File: config.mk
export PLATFORM = sky130hd
export DESIGN_NAME = bcd3_to_bin
export DESIGN_NICKNAME = d
export VERILOG_FILES = /design/src/rtl/bcd_pkg.sv /design/src/rtl/bcd_digit_adj.sv /design/src/rtl/bcd3_to_bin.sv
export SDC_FILE = /design/constraint.sdc
export NUM_CORES = 1
export LEC_CHECK = 0
export BUFFER_PORTS_ARGS = -buffer_cell sky130_fd_sc_hd__buf_2
export CAP_MARGIN = 20
export CORE_UTILIZATION = 51
export DETAILED_ROUTE_END_ITERATION = 10
export GPL_ROUTABILITY_DRIVEN = 0
export PLACE_DENSITY_LB_ADDON = 0.3
export SLEW_MARGIN = 15
export SYNTH_ARGS = -nofsm -noshare
export SYNTH_HDL_FRONTEND = slang
export SYNTH_SLANG_ARGS = --single-unit
export TNS_END_PERCENT = 1
File: constraint.sdc
create_clock -name clk -period 1.5 [get_ports clk]
set_input_delay 0.075 -clock clk [delete_from_list [all_inputs] [get_ports clk]]
set_output_delay 0.075 -clock clk [all_outputs]
set_load 0.02 [all_outputs]
File: src/rtl/bcd_pkg.sv
// Shared constants, FSM state type and digit check for the BCD-to-binary converter.
package bcd_pkg;

  localparam int BCD_DIGITS = 3;
  localparam int BIN_W      = 10;
  localparam int ITERS      = 10;
  localparam int BCD_W      = 4 * BCD_DIGITS;
  localparam int WORK_W     = BCD_W + BIN_W;
  localparam int CNT_W      = 4;

  typedef enum logic [1:0] {
    IDLE  = 2'd0,
    SHIFT = 2'd1,
    DONE  = 2'd2
  } state_t;

  function automatic logic nibble_invalid(input logic [3:0] nibble);
    return nibble > 4'd9;
  endfunction

endpackage

File: src/rtl/bcd_digit_adj.sv
// Reverse double-dabble correction for one BCD nibble after a right shift.
module bcd_digit_adj (
  input  logic [3:0] nibble,
  output logic [3:0] adj
);

  assign adj = (nibble >= 4'd8) ? nibble - 4'd3 : nibble;

endmodule

File: src/rtl/bcd3_to_bin.sv
// Three-digit BCD to 10-bit binary converter (reverse double-dabble, 10 shift steps).
// Optional invalid-digit detection is enabled by defining BCD3_TO_BIN_ERR_EN.
module bcd3_to_bin
  import bcd_pkg::*;
(
  input  logic             clk,
  input  logic             rst_n,
  input  logic             start,
  input  logic [3:0]       hundreds,
  input  logic [3:0]       tens,
  input  logic [3:0]       units,
  output logic [BIN_W-1:0] bin_out,
  output logic             fits8,
  output logic             busy,
  output logic             done,
  output logic             err
);

  state_t              state_reg, state_next;
  logic [WORK_W-1:0]   work_reg;
  logic [WORK_W-1:0]   work_shr;
  logic [WORK_W-1:0]   work_next;
  logic [CNT_W-1:0]    cnt_reg;
  logic                err_pend_reg;
  logic                accept;
  logic                bad_digits;

  logic [BIN_W-1:0]    bin_out_reg;
  logic                fits8_reg;
  logic                busy_reg;
  logic                done_reg;
  logic                err_reg;

`ifdef BCD3_TO_BIN_ERR_EN
  assign bad_digits = nibble_invalid(hundreds) | nibble_invalid(tens) | nibble_invalid(units);
`else
  assign bad_digits = 1'b0;
`endif

  assign accept = start && ((state_reg == IDLE) || (state_reg == DONE));

  // One step: shift the whole {bcd, bin} register right, then correct each BCD nibble.
  assign work_shr = work_reg >> 1;
  assign work_next[BIN_W-1:0] = work_shr[BIN_W-1:0];

  generate
    for (genvar gi = 0; gi < BCD_DIGITS; gi++) begin : g_adj
      bcd_digit_adj u_adj (
        .nibble (work_shr[BIN_W + 4*gi +: 4]),
        .adj    (work_next[BIN_W + 4*gi +: 4])
      );
    end
  endgenerate

  always_comb begin
    state_next = state_reg;
    case (state_reg)
      IDLE, DONE: begin
        if (start) state_next = bad_digits ? DONE : SHIFT;
        else       state_next = IDLE;
      end
      SHIFT: begin
        if (cnt_reg == CNT_W'(ITERS - 1)) state_next = DONE;
      end
      default: state_next = IDLE;
    endcase
  end

  always_ff @(posedge clk or negedge rst_n) begin
    if (!rst_n) begin
      state_reg    <= IDLE;
      work_reg     <= '0;
      cnt_reg      <= '0;
      err_pend_reg <= 1'b0;
    end else begin
      state_reg <= state_next;
      if (accept) begin
        work_reg     <= {hundreds, tens, units, {BIN_W{1'b0}}};
        cnt_reg      <= '0;
        err_pend_reg <= bad_digits;
      end else if (state_reg == SHIFT) begin
        work_reg <= work_next;
        cnt_reg  <= cnt_reg + 1'b1;
      end
    end
  end

  // Outputs follow the state one cycle later; results only load out of DONE,
  // so they hold through any later SHIFT phase.
  always_ff @(posedge clk or negedge rst_n) begin
    if (!rst_n) begin
      bin_out_reg <= '0;
      fits8_reg   <= 1'b1;
      busy_reg    <= 1'b0;
      done_reg    <= 1'b0;
      err_reg     <= 1'b0;
    end else begin
      busy_reg <= (state_reg == SHIFT);
      done_reg <= (state_reg == DONE);
      if (state_reg == DONE) begin
        bin_out_reg <= err_pend_reg ? '0 : work_reg[BIN_W-1:0];
        fits8_reg   <= err_pend_reg || (work_reg[BIN_W-1:0] <= BIN_W'(255));
        err_reg     <= err_pend_reg;
      end
    end
  end

  assign bin_out = bin_out_reg;
  assign fits8   = fits8_reg;
  assign busy    = busy_reg;
  assign done    = done_reg;
  assign err     = err_reg;

endmodule

==> results of run 1 <==
-- cells in the final DEF, fill, tap and decap left out, types with 5 or more instances in the layout --
master         synthesis  layout
a22o_1                11      11
buf_2                  2      27
clkbuf_4               0       5
dfrtp_1               40      40
dlygate4sd3_1          0      11
ha_1                   6       6
inv_1                  6       6
mux2_1                 7       7
mux2i_1                6       6
nand2_1               17      17
nand3_1                6       6
o21ai_1                7       7
-- metrics by stage --
| step | instance area (um^2) | total power, W | util, % | hold WS [ps] | worst slack (ps) |
|---|---|---|---|---|---|
| after floorplan | 1870 | 0.00348 | - | -221 | 305 |
| after global placement | 1980 | 0.00373 | 58.1 | 160 | 209 |
| after detailed placement | 1980 | 0.00384 | 58.1 | 165 | 187 |
| after CTS | 2180 | 0.00460 | 63.8 | 1.51 | 155 |
| after global routing | 2180 | 0.00489 | 63.8 | 41.6 | 56.6 |
| final | 2180 | 0.00456 | 63.8 | 5.74 | 147 |
-- cell type report --
cell class	count	area share (%)
well taps	46	2.64
flip-flops and latches	41	47.2
repair buffers	39	11.6
multi-input cells	93	33.3
clock inverters	3	2.13
inverters	7	1.44
clock buffers	5	1.72
-- worst reg2reg max path, delay by kind of cell (launching register included) --
kind | cells | cell delay (ps)
AO/OA/AOI/OAI | 1 | 200
buffers and inverters | 1 | 250
flip-flops | 1 | 440
AND/OR/NAND/NOR | 2 | 370
-- cell families after synthesis --
group,share of synthesized area [%]
mux,9.24
xor+xnor,1.87
buf+inv,6.22
other cells,0.201
compound gates,12.7
simple gates,10.8
flops,55.0
fa+ha+maj,4.02
-- report_power, final --
group          switching [W]  internal (W)  leakage (nW)
logic               0.000980      0.000806         0.516
registers           0.000421       0.00162         0.507
clock network       0.000380      0.000353        0.0414
-- layer usage --
metal | up-vias | GRT usage (%)
li1 | 594 | -
met1 | 618 | 26.0
met2 | 22 | 29.8
met3 | 6 | 5.29
met4 | 0 | 7.27
met5 | - | 0
-- synthesized netlist by cell type (3+ instances only) --
cell type  count  area share, %
nand2_1       17            3.4
buf_6          4            2.4
nand3_1        6            1.6
a22o_1        11            5.2
nand4_1        3            1.0
ha_1           6            4.0
mux2_2         3            1.8
inv_1          6            1.2
o21ai_1        7            1.9
dfrtp_1       40             54
mux2i_1        6            3.2
a22oi_2        3            2.0
mux2_1         7            4.2
-- path summary, 6_finish.rpt --
check / from / end / slack (ps) / cells past startpoint
worst max-delay path: state_reg[1] / work_reg[21] / 150 / 4
worst min-delay path: tens[2] / work_reg[16] / 6 / 3
min in group asynchronous: rst_n / work_reg[16] / 280 / 3
max in group asynchronous: rst_n / fits8 / 830 / 3
worst min register to register: cnt_reg[3] / cnt_reg[3] / 490 / 1
worst max register to register: state_reg[1] / work_reg[21] / 150 / 4
-- what timing repair did --
action	4_1_cts	5_1_grt
hold buffers	11	0
setup buffers	0	0
setup endpoints to repair	0	0
hold endpoints to repair	50	0
==> metrics.txt, run 1 <==
DRC=0; # rows=21; post-synthesis sequential area ratio=55.0%; core area=3420 um^2; metal2 WL=1590 um; clock slew at reported path FFs=140 ps; largest net degree at the start of global routing=42; worst skew pair latency=360 ps; I/O pins=29; WL final=3310 um; multi-input logic area=726 um^2; cell with the largest stage delay on the worst path=dfrtp_1; Req. time, crit path=1740 ps; max reg flops=22; worst min path class=input pin to flop; number of synthesized flops with an enable pin=0; net count after synthesis=171; drt wl/cell=14.1 um; post-route clock period utilization=90.2%; clk sinks=41; Final Skew=16.9 ps; unrepaired setup endpoints after global routing=no; WP buf/inv=1; total die area=3910 um^2; FF+latch area=1030 um^2; ratio of cells with drive above 1 in the final layout=25.5%; power density over the cells=2090 nW/um^2; number of global-route vias before repair=1267; Met3 Wirelength=117 um; I/O Buffers=27; first-pass GRT wire length=5840 um; Slew @ Worst Pin=520 ps; worst-case clock buffer depth=2; Root Buffer=clkbuf_4; worst-path cell chain=nand2b_4, inv_6, nor2_8, a22o_1; Die Y=62.5 um; 1st-iter DRT viols=53; nets@finish=208; Setup TNS Final=0 ps; Yosys reg bits=41; static leakage=1.06 nW; Ys Warns=0; VDD IR max=0.949 mV; Initial Util=54.7%; startpoint types=flop; CTS tree=done; die width=62.5 um; DPL Wire Length=2180 um; placed instance count=215; Crit Path Max Fanout=26; Routed Antenna Nets=0; Final Hold Viols=0; H-tree depth reported by CTS=2; global route overflow=0; DR vias=1240; Max Slew Vio Count=0; Crit path max-delay family=flip-flops; post-synthesis cell count=150; Final Non-Filler Cells=234; Max stage delay on crit path=440 ps; Final setup violation count=0; Slew Limit Headroom=65.3%; DR top layer=met4; Mapped Avg Cell Area=12.5 um^2; post-cts sizing count=0; # fillers=291; Vias/cell=5.30; Yosys cell types=34; dominant synthesized flop cell=dfrtp_1; Antenna Cells=0; DRT Pass-1 Iters=4; GRT Total Usage=19.3%; wl on met1=1570 um; Netlist Area Pre-Place=1870 um^2; Setup CP Type=flop to flop; Max Freq=739 MHz; status=complete, no violations; initial antenna violation count=0; fraction of registers with async set/reset=100%; Critical Path AT=1590 ps; CTS buffer count=5; Max-Cap Viols=0; Setup crit end kind=flop; area grow syn2layout=16.5%; fin crit period=1350 ps
(Power assumes the default switching activity.)
==> run 2: changes to the inputs <==
--- a/config.mk
+++ b/config.mk
@@ -7,6 +7,7 @@
 export LEC_CHECK = 0
 export BUFFER_PORTS_ARGS = -buffer_cell sky130_fd_sc_hd__buf_2
 export CAP_MARGIN = 20
+export CORE_MARGIN = 2
 export CORE_UTILIZATION = 51
 export DETAILED_ROUTE_END_ITERATION = 10
 export GPL_ROUTABILITY_DRIVEN = 0
==> metrics.txt, run 2 (same netlist as run 1, synthesis figures left out) <==
global route overflow=0; Critical Path AT=1600 ps; worst setup margin=157 ps; Crit Path Max Fanout=26; worst min path class=input pin to flop; area grow syn2layout=17.7%; DR vias=1228; core area=3420 um^2; Max stage delay on crit path=440 ps; 1st-iter DRT viols=53; WL final=3280 um; worst skew pair latency=360 ps; static leakage=1.07 nW; Max Slew Vio Count=0; I/O Buffers=27; clk sinks=41; DPL Wire Length=2250 um; worst-path cell chain=nand2b_4, inv_6, nor2_8, a22o_1; Max Freq=745 MHz; Req. time, crit path=1750 ps; cell with the largest stage delay on the worst path=dfrtp_1; Vias/cell=5.23; Setup crit end kind=flop; # Post-CTS Setup Buffers=0; WP buf/inv=1; post-cts sizing count=0; status=complete, no violations; Root Buffer=clkbuf_4; GRT Total Usage=18.0%; Initial Util=54.7%; first-pass GRT wire length=5680 um; Setup TNS Final=0 ps; most common cell after layout, fill and taps aside=dfrtp_1; fin crit period=1340 ps; CTS buffer count=5; number of global-route vias before repair=1297; I/O pins=29; nets@finish=209; total die area=4170 um^2; max reg flops=22; most frequent cells in the layout=dfrtp_1, buf_2, nand2_1, dlygate4sd3_1, a22o_1; # rows=21; largest net degree at the start of global routing=27; unrepaired setup endpoints after global routing=no; Max-Cap Viols=0; clock slew at reported path FFs=130 ps; VDD IR max=1.09 mV; worst-case clock buffer depth=2; Final Hold Viols=0; Post-CTS Hold Buffers=12; Routed Antenna Nets=0; DRT Pass-1 Iters=4; ratio of cells with drive above 1 in the final layout=25.4%; power density over the cells=2070 nW/um^2; DRC=0; Die Y=64.5 um; post-route clock period utilization=89.5%; Final Skew=8.31 ps; H-tree depth reported by CTS=2; CTS tree=done; startpoint types=flop; die width=64.5 um; Reg2Reg Setup Slack=160 ps; Crit path max-delay family=flip-flops; Final setup violation count=0; Setup CP Type=flop to flop; initial antenna violation count=0; Antenna Cells=0; drt wl/cell=13.9 um; pre-CTS setup slack=178 ps
run 2: cell count changes in the layout (fill, tap and decap cells not counted):
cell,before,now
buf_4,1,0
dlygate4sd3_1,11,12
buf_12,0,1
run 2: power by group:
| part | internal, W | switching (W) |
|---|---|---|
| clock network | 0.000353 | 0.000387 |
| registers | 0.00162 | 0.000419 |
| logic | 0.000814 | 0.000974 |
| total | 0.00279 | 0.00178 |
run 2: layout make-up:
type | instances | area, um^2
clock inverters | 3 | 46.3
inverters | 7 | 31.3
clock buffers | 5 | 37.5
multi-input cells | 93 | 726
fillers | 276 | 1210
well taps | 46 | 57.6
repair buffers | 40 | 275
flip-flops and latches | 41 | 1030
run 2: path summary, 6_finish.rpt:
path / endpoint / from / cells after the start
setup / recovery: work_reg[5] / state_reg[1] / 4
hold / removal: work_reg[16] / tens[2] / 3
setup reg to reg: work_reg[5] / state_reg[1] / 4
hold reg to reg: fits8 / fits8 / 2
max in group asynchronous: bin_out[5] / rst_n / 3
min in group asynchronous: work_reg[18] / rst_n / 2
run 2: metrics by stage:
stage               total power [W]  utilization (%)  cell area (um^2)  std cells  hold WS (ps)
floorplan                   0.00348                -              1870        150          -221
global placement            0.00373             58.5              2000        215          48.5
detailed placement          0.00384             58.5              2000        215          56.9
CTS                         0.00461             64.4              2200        235          3.52
global route                0.00489             64.4              2200        235         0.212
finish                      0.00456             64.4              2200        235          9.17
run 2: tightest hold or removal path, delay by kind of cell:
kind / cells / cell delay [ps]
buffers and inverters: 1 / 80
muxes: 2 / 180
run 2: routing by layer:
metal / track usage (%) / wire [um] / share of wire, %
met2: 31.0 / 1640 / 50
met1: 21.5 / 1450 / 44
met4: 8.51 / 57 / 1.7
met3: 3.82 / 122 / 3.7
met5: 0 / 0 / 0
==> run 3: changes to the inputs <==
--- a/config.mk
+++ b/config.mk
@@ -7,6 +7,7 @@
 export LEC_CHECK = 0
 export BUFFER_PORTS_ARGS = -buffer_cell sky130_fd_sc_hd__buf_2
 export CAP_MARGIN = 20
+export CORE_ASPECT_RATIO = 0.75
 export CORE_MARGIN = 2
 export CORE_UTILIZATION = 51
 export DETAILED_ROUTE_END_ITERATION = 10
==> metrics.txt, run 3 (same netlist as run 1, synthesis figures left out) <==
status=complete, no violations; DR vias=1218; Max Slew Vio Count=0; WL final=3280 um; clk sinks=41; placed instance count=222; worst-case clock buffer depth=2; clock slew at reported path FFs=80 ps; largest net degree at the start of global routing=27; # rows=19; fin crit period=1320 ps; GRT Total Usage=18.3%; most common cell after layout, fill and taps aside=dfrtp_1; capturing point of the worst reg2reg path=work_reg[21]; global route overflow=0; Final Skew=7.64 ps; CP Capture Point=work_reg[21]; Reg2Reg Setup Slack=180 ps; worst min path class=input pin to flop; FF-to-FF Start=state_reg[1]; max reg flops=22; Antenna Cells=0; DRT Pass-1 Iters=4; Reg2Reg Depth=4; CP startpoint=state_reg[1]; first-pass GRT wire length=5740 um; most frequent cells in the layout=dfrtp_1, buf_2, nand2_1, a22o_1; Crit Path Max Fanout=26; total die area=4170 um^2; Max-Cap Viols=0; DRC=0; hold path cells=3; Root Buffer=clkbuf_8; Final Non-Filler Cells=235; Final Hold Viols=0; Max Freq=759 MHz; I/O pins=29; CTS buffer count=5; Final setup violation count=0; die width=73.9 um; nets@finish=203; worst skew pair latency=290 ps; Setup crit end kind=flop; DPL Wire Length=2230 um; unrepaired setup endpoints after global routing=no; # Post-CTS Setup Buffers=0; Die Y=56.4 um; drt wl/cell=13.9 um; 1st-iter DRT viols=85; Initial Util=52.1%; I/O Buffers=27; Routed Antenna Nets=0; Post-CTS Hold Buffers=5; post-cts sizing count=0; Setup TNS Final=0 ps; H-tree depth reported by CTS=2; Critical Path AT=1500 ps; Setup CP Type=flop to flop; static leakage=1.06 nW; core area=3590 um^2; power density over the cells=2170 nW/um^2; initial antenna violation count=0; number of global-route vias before repair=1221; post-route clock period utilization=87.9%; startpoint types=flop; # fillers=293; ratio of cells with drive above 1 in the final layout=26.8%; CTS tree=done; Req. time, crit path=1680 ps; VDD IR max=0.809 mV; Vias/cell=5.18; area grow syn2layout=15.8%
## run 3: changes by cell type in the layout (fill, tap and decap cells not counted)
| cell | before | now |
|---|---|---|
| buf_12 | 1 | 0 |
| clkbuf_8 | 0 | 5 |
| clkbuf_4 | 5 | 0 |
| buf_4 | 0 | 2 |
| dlygate4sd3_1 | 12 | 5 |
## run 3: metal layers
metal / track usage (%) / wire length, um
met3: 4.85 / 143
met1: 23.6 / 1530
met5: 0 / 0
met4: 6.49 / 46
met2: 29.6 / 1560
## run 3: metrics by stage
stage / utilization [%] / hold WS [ps] / instance area, um^2 / setup WS, ps / total power [W]
global route: 60.3 / 3.66 / 2160 / 96.2 / 0.00507
detailed placement: 55.7 / -7.51 / 2000 / 201 / 0.00383
floorplan: - / -221 / 1870 / 305 / 0.00348
CTS: 60.3 / 3.44 / 2160 / 171 / 0.00474
global placement: 55.7 / -16.9 / 2000 / 211 / 0.00373
finish: 60.3 / 10.1 / 2160 / 182 / 0.00469
## run 3: worst min path at each step
stage                         endpoint        start  slack, ps
final                     work_reg[20]  hundreds[2]         10
after CTS                 work_reg[20]  hundreds[2]          3
after detailed placement  work_reg[11]        rst_n         -8
after floorplan             bin_out[0]        rst_n       -220
after global placement    work_reg[11]        rst_n        -20
after global routing      work_reg[20]  hundreds[2]          4
## run 3: critical path, stage by stage, from the launching register on
cell      delay, ps
dfrtp_1         420
nand2b_4        260
inv_6           240
nor2_8          100
a22o_1          190
## run 3: layout make-up
cell class,instances,area (um^2),share of cell area [%]
Sequential cell,41,1030,47.5
Multi-Input combinational cell,93,726,33.5
Timing Repair Buffer,34,200,9.25
Clock buffer,5,68.8,3.18
Tap cell,52,65.1,3.01
Clock inverter,3,46.3,2.14
Inverter,7,31.3,1.45
## run 3: where the power goes
group	internal, W	switching [W]	leakage [nW]	total, W
clock	0.000498	0.000391	0.0543	0.000889
sequential	0.00162	0.000417	0.507	0.00204
combinational	0.000796	0.000968	0.496	0.00176
total	0.00292	0.00178	1.06	0.00469
